$ cat src/rtl/fifo_pkg.sv
// Shared defaults and sizing helpers for the synchronous FIFO.
package fifo_pkg;

  localparam int unsigned DEF_DATA_WIDTH = 8;
  localparam int unsigned DEF_DEPTH      = 8;

  // Pointer width: address bits plus one wrap bit.
  function automatic int unsigned ptr_width(input int unsigned depth);
    return $clog2(depth) + 1;
  endfunction

endpackage

$ cat src/rtl/fifo_mem.sv
// DATA_WIDTH x DEPTH register array: synchronous write, registered read.
module fifo_mem
  import fifo_pkg::*;
#(
  parameter int unsigned DATA_WIDTH = DEF_DATA_WIDTH,
  parameter int unsigned DEPTH      = DEF_DEPTH,
  localparam int unsigned ADDR_W    = ptr_width(DEPTH) - 1
) (
  input  logic                  clk,
  input  logic                  rst_n,
  input  logic                  we,
  input  logic [ADDR_W-1:0]     waddr,
  input  logic [DATA_WIDTH-1:0] wdata,
  input  logic                  re,
  input  logic [ADDR_W-1:0]     raddr,
  output logic [DATA_WIDTH-1:0] rdata
);

  logic [DATA_WIDTH-1:0] mem [DEPTH];

  // Storage array; contents are deliberately not reset.
  always_ff @(posedge clk) begin
    if (we) begin
      mem[waddr] <= wdata;
    end
  end

  // Read register holds its value whenever no read is issued.
  always_ff @(posedge clk or negedge rst_n) begin
    if (!rst_n) begin
      rdata <= '0;
    end else if (re) begin
      rdata <= mem[raddr];
    end
  end

endmodule

$ cat src/rtl/synchronous_fifo.sv
// Single-clock FIFO: wrap-bit pointers, flag decode and request gating.
module synchronous_fifo
  import fifo_pkg::*;
#(
  parameter int unsigned DATA_WIDTH = DEF_DATA_WIDTH,
  parameter int unsigned DEPTH      = DEF_DEPTH
) (
  input  logic                  clk,
  input  logic                  rst_n,
  input  logic                  w_en,
  input  logic                  r_en,
  input  logic [DATA_WIDTH-1:0] data_in,
  output logic [DATA_WIDTH-1:0] data_out,
  output logic                  full,
  output logic                  empty
);

  localparam int unsigned PTR_W  = ptr_width(DEPTH);
  localparam int unsigned ADDR_W = PTR_W - 1;

  // Reject depths the wrap-bit scheme cannot represent.
  if (DEPTH < 2 || (DEPTH & (DEPTH - 1)) != 0) begin : g_bad_depth
    $error("synchronous_fifo: DEPTH must be a power of two and at least 2");
  end

  logic [PTR_W-1:0] wr_ptr;
  logic [PTR_W-1:0] rd_ptr;
  logic             do_write_c;
  logic             do_read_c;

  // Flags decode straight from the pointers so reset clears them at once.
  assign empty = (wr_ptr == rd_ptr);
  assign full  = (wr_ptr[ADDR_W-1:0] == rd_ptr[ADDR_W-1:0]) &&
                 (wr_ptr[PTR_W-1] != rd_ptr[PTR_W-1]);

  // Misuse gating: writes blocked when full, reads blocked when empty.
  assign do_write_c = w_en && !full;
  assign do_read_c  = r_en && !empty;

  // Pointer advance; wraps modulo 2*DEPTH through natural overflow.
  always_ff @(posedge clk or negedge rst_n) begin
    if (!rst_n) begin
      wr_ptr <= '0;
      rd_ptr <= '0;
    end else begin
      if (do_write_c) begin
        wr_ptr <= wr_ptr + PTR_W'(1);
      end
      if (do_read_c) begin
        rd_ptr <= rd_ptr + PTR_W'(1);
      end
    end
  end

  fifo_mem #(
    .DATA_WIDTH (DATA_WIDTH),
    .DEPTH      (DEPTH)
  ) u_mem (
    .clk   (clk),
    .rst_n (rst_n),
    .we    (do_write_c),
    .waddr (wr_ptr[ADDR_W-1:0]),
    .wdata (data_in),
    .re    (do_read_c),
    .raddr (rd_ptr[ADDR_W-1:0]),
    .rdata (data_out)
  );

endmodule

$ cat config.mk
export PLATFORM = sky130hd
export DESIGN_NAME = synchronous_fifo
export DESIGN_NICKNAME = d
export VERILOG_FILES = /design/src/rtl/fifo_pkg.sv /design/src/rtl/fifo_mem.sv /design/src/rtl/synchronous_fifo.sv
export SDC_FILE = /design/constraint.sdc
export NUM_CORES = 1
export LEC_CHECK = 0
export ABC_CLOCK_PERIOD_IN_PS = 3300
export CAP_MARGIN = 20
export CORE_MARGIN = 5
export CORE_UTILIZATION = 45
export CTS_CLUSTER_SIZE = 12
export DETAILED_ROUTE_END_ITERATION = 6
export PLACE_DENSITY = 0.62
export SYNTH_ARGS = -nofsm -noshare
export SYNTH_HDL_FRONTEND = slang
export SYNTH_SLANG_ARGS = --single-unit
$ cat constraint.sdc
create_clock -name clk -period 3.3 [get_ports clk]
set_clock_uncertainty 0.05 [all_clocks]
set_input_delay 0.66 -clock clk [delete_from_list [all_inputs] [get_ports clk]]
set_output_delay 0.66 -clock clk [all_outputs]
set_load 0.01 [all_outputs]
==> results.md <==
* Initial Utilization at 46.7%
* Avg WL per Cell at ~18 um
* Yosys warns at 0
* Worst-Margin Slew at between 0.7 and 0.8 ns
* Combinational family with the most area after synthesis: multiplexers
* Logic pwr share at 32.8%
* Worst hold slack at ~0.44 ns
* DRC viols at 0
* Cell internal pwr at 2.29 mW
* CP required at around 2.6 ns
* DR iter-0 viols at 108
* Post-CTS Setup Inserts at 0
* Clock transition at path regs at around 0.080 ns
* Max-cap viol count at 0
* CTS tree: done
* Sw Ratio at 30.9%
* First-pass GRT wire length at 8960 um
* Endpoint class of the critical path: primary output
* XOR/XNOR Fraction of Synth Area at 3.25%
* CTS HTree Levels at 3
* Die area at 0.00887 mm2
* Synth area leader: edfxtp_1
* Worst reg2reg startpoint: rd_ptr[2]$_DFFE_PN0P_
* Flops & latches, synth at 80
* Port-buffer cells at 21
* Pre-CTS setup slack at between 0.7 and 0.8 ns
* Mapped Avg Cell Area at around 19 um2
* CP arrival at roughly 2.1 ns
* CP Launch Type: register
* Final Hold Fails at 0
* Multiplexer share of the synthesized area at about 15%
* Area of the mapped netlist at ~0.0032 mm2
* Worst-path fanout max at 11
* Final slew viol count at 0
* Final setup fails at 0
* Fmax at between 300 and 400 MHz
* Slowest CP cell: dfrtp_1
* Placeable Area at 0.00683 mm2
* HPWL after DPL at just under 4000 um
* Clock Path Buffers at 2
* Post_cts resized at 0
* Setup TNS at 0 ns
* Drt via density at 5.07
* Layout Nets at approximately 210
* Simple-gate area share of the yosys netlist at just over 4%
* Ratio of cells with drive above 1 in the final layout at 20.2%
* Final worst path period share at between 80% and 90%
* Num CTS Buffers at 9
* Antenna Nets Post-Route at 0
* Final worst slack at 0.498 ns
* Cell leakage power at about 1.3 nW
* Clock sinks at 80
* Placed Cells at between 200 and 300
* Final GP Congestion at 0.755
* Hold Crit Start: u_mem.rdata[0]$_DFFE_PN0P_
* Post-synthesis compound-gate area fraction at between 2 and 3%
* Die Span X at roughly 94 um
* Post-synthesis sequential area ratio at just over 70%
* Final wirelength at 5410 um
* Rows at 30
* Pre-Repair DR Iteration Count at 4
* Chip Height at 94.2 um
* Tmin final at roughly 2.8 ns
* Top cells by area, synth: edfxtp_1, dfrtp_1, mux4_2, mux2i_1, xor2_1
* Largest net degree at the start of global routing at 21
* Vias in the first global route at around 1600
* Clock latency at the later pin of the worst-skew pair at 0.34 ns
* Min-delay worst type: register to register
* Antenna diodes at 0
* Post-Syn Nets at around 180
* Seq pwr share at between 40% and 50%
* Fin cells at 299
* VDD IR-drop max at 0.334 mV
* Hold buffer count at cts at 0
* Status: finished clean
* Unrepaired setup endpoints after global routing: no
* Cell Pwr Density at 890 mW/mm2
* Setup crit start: rd_ptr[2]$_DFFE_PN0P_
* Area growth syn-to-layout at 16.9%
* Io pins at 22
* Largest stage delay, worst path at 0.70 ns
* Distinct cells, synth at 24
* Root buf cell: clkbuf_8
* Initial antenna violation count at 0
* Mapped Cells at ~170
* Tot GR Track Use at 14.0%
* Crit Path Class: register to primary output
* Yosys top cell area share at between 60% and 70%
* Sw Pwr at roughly 1.0 mW
* Total congestion overflow at 0
* Post-Synth Adder-Cell Area at less than 1%
* Clock power frac at around 23%
* Worst-path cell chain: xor2_1 -> nor3_1 -> clkdlybuf4s50_1
* Final design utilization at a little over half
* Slew HR at 52.4%
* Routed via count at 1517
-- final timing paths --
kind	cells after the start	slack (ns)	to
worst max-delay path	3	0.50	empty
worst min-delay path	2	0.44	u_mem.rdata[0]$_DFFE_PN0P_
worst max register to register	4	0.74	u_mem.mem[5][1]$_DFFE_PP_
worst min register to register	2	0.44	u_mem.rdata[0]$_DFFE_PN0P_
max in group asynchronous	1	2.09	u_mem.rdata[4]$_DFFE_PN0P_
min in group asynchronous	1	0.68	rd_ptr[3]$_DFFE_PN0P_
-- layer usage --
metal  GRT usage [%]  wire length [um]  up-vias
li1                -                 -      705
met1            20.4              2620      757
met2            20.0              2420       47
met3            3.45               288        8
met4            6.14                84        0
met5               0                 0        -
-- registers in the layout (all words and copies together), names as in the netlist --
signal	cells
u_mem.mem	64
wr_ptr	4
u_mem.rdata	8
rd_ptr	4
-- per-stage QoR --
step | instance area, um2 | power (mW)
floorplan | 3190 | 2.26
global placement | 3520 | 2.56
detailed placement | 3520 | 2.61
CTS | 3730 | 3.36
global route | 3730 | 3.53
finish | 3730 | 3.32
-- area by class of cell --
type / instances / area [um2]
fill: 553 / 3100
sequential: 80 / 2320
multi-input combinational: 77 / 810
timing repair buffer: 27 / 255
clock buffer: 10 / 128
tap: 96 / 120
clock inverter: 6 / 82.6
inverter: 3 / 11.3
-- cells by family (layout without fill, tap and decap cells) --
logic type,count (synthesis),count (layout)
DFF,80,80
adders and majority gates,2,2
and+or+nand+nor,28,28
buffers and inverters,11,46
xor gates and xnor gates,11,11
AOI/OAI and AO/OA,10,10
muxes,26,26
-- worst max-delay path: cells and delay by family (launching register included) --
kind,cells,cell delay (ns)
and+or+nand+nor,1,0.22
DFF,1,0.70
buffers and inverters,1,0.56
xor gates and xnor gates,1,0.26
-- cells in the final DEF, fill, tap and decap left out --
master           Yosys  final
buf_4                4      6
bufinv_16            0      2
clkbuf_1             2      1
clkbuf_8             0      9
clkdlybuf4s50_1      0     21
clkinv_1             0      1
clkinv_2             0      2
dfrtp_1             16     16
edfxtp_1            64     64
ha_1                 2      2
inv_1                3      3
inv_6                0      1
mux2_1               1      1
mux2_4               1      1
mux2i_1              8      8
mux4_2              16     16
nand2_1              9      9
nand2b_1             3      3
nand3_1              1      1
nor2_1               8      8
nor3_1               4      4
nor3_2               1      1
o21ai_1              8      8
o41ai_2              1      1
o41ai_4              1      1
or2_1                2      2
xnor2_1              4      4
xor2_1               6      6
xor2_2               1      1
-- synthesized netlist by cell type, drive strengths merged --
cell,n
edfxtp,64
dfrtp,16
mux4,16
nand2,9
mux2i,8
nor2,8
o21ai,8
xor2,7
buf,6
nor3,5
xnor2,4
inv,3
nand2b,3
clkbuf,2
ha,2
mux2,2
o41ai,2
or2,2
nand3,1
-- power groups by stage --
stage	clock network [mW]	logic, mW	registers, mW
finish	0.756	1.09	1.47
global placement	0	1.07	1.49
global route	0.828	1.20	1.50
CTS	0.771	1.11	1.48
detailed placement	0	1.11	1.50
floorplan	0	0.813	1.45
(Power assumes the default switching activity.)
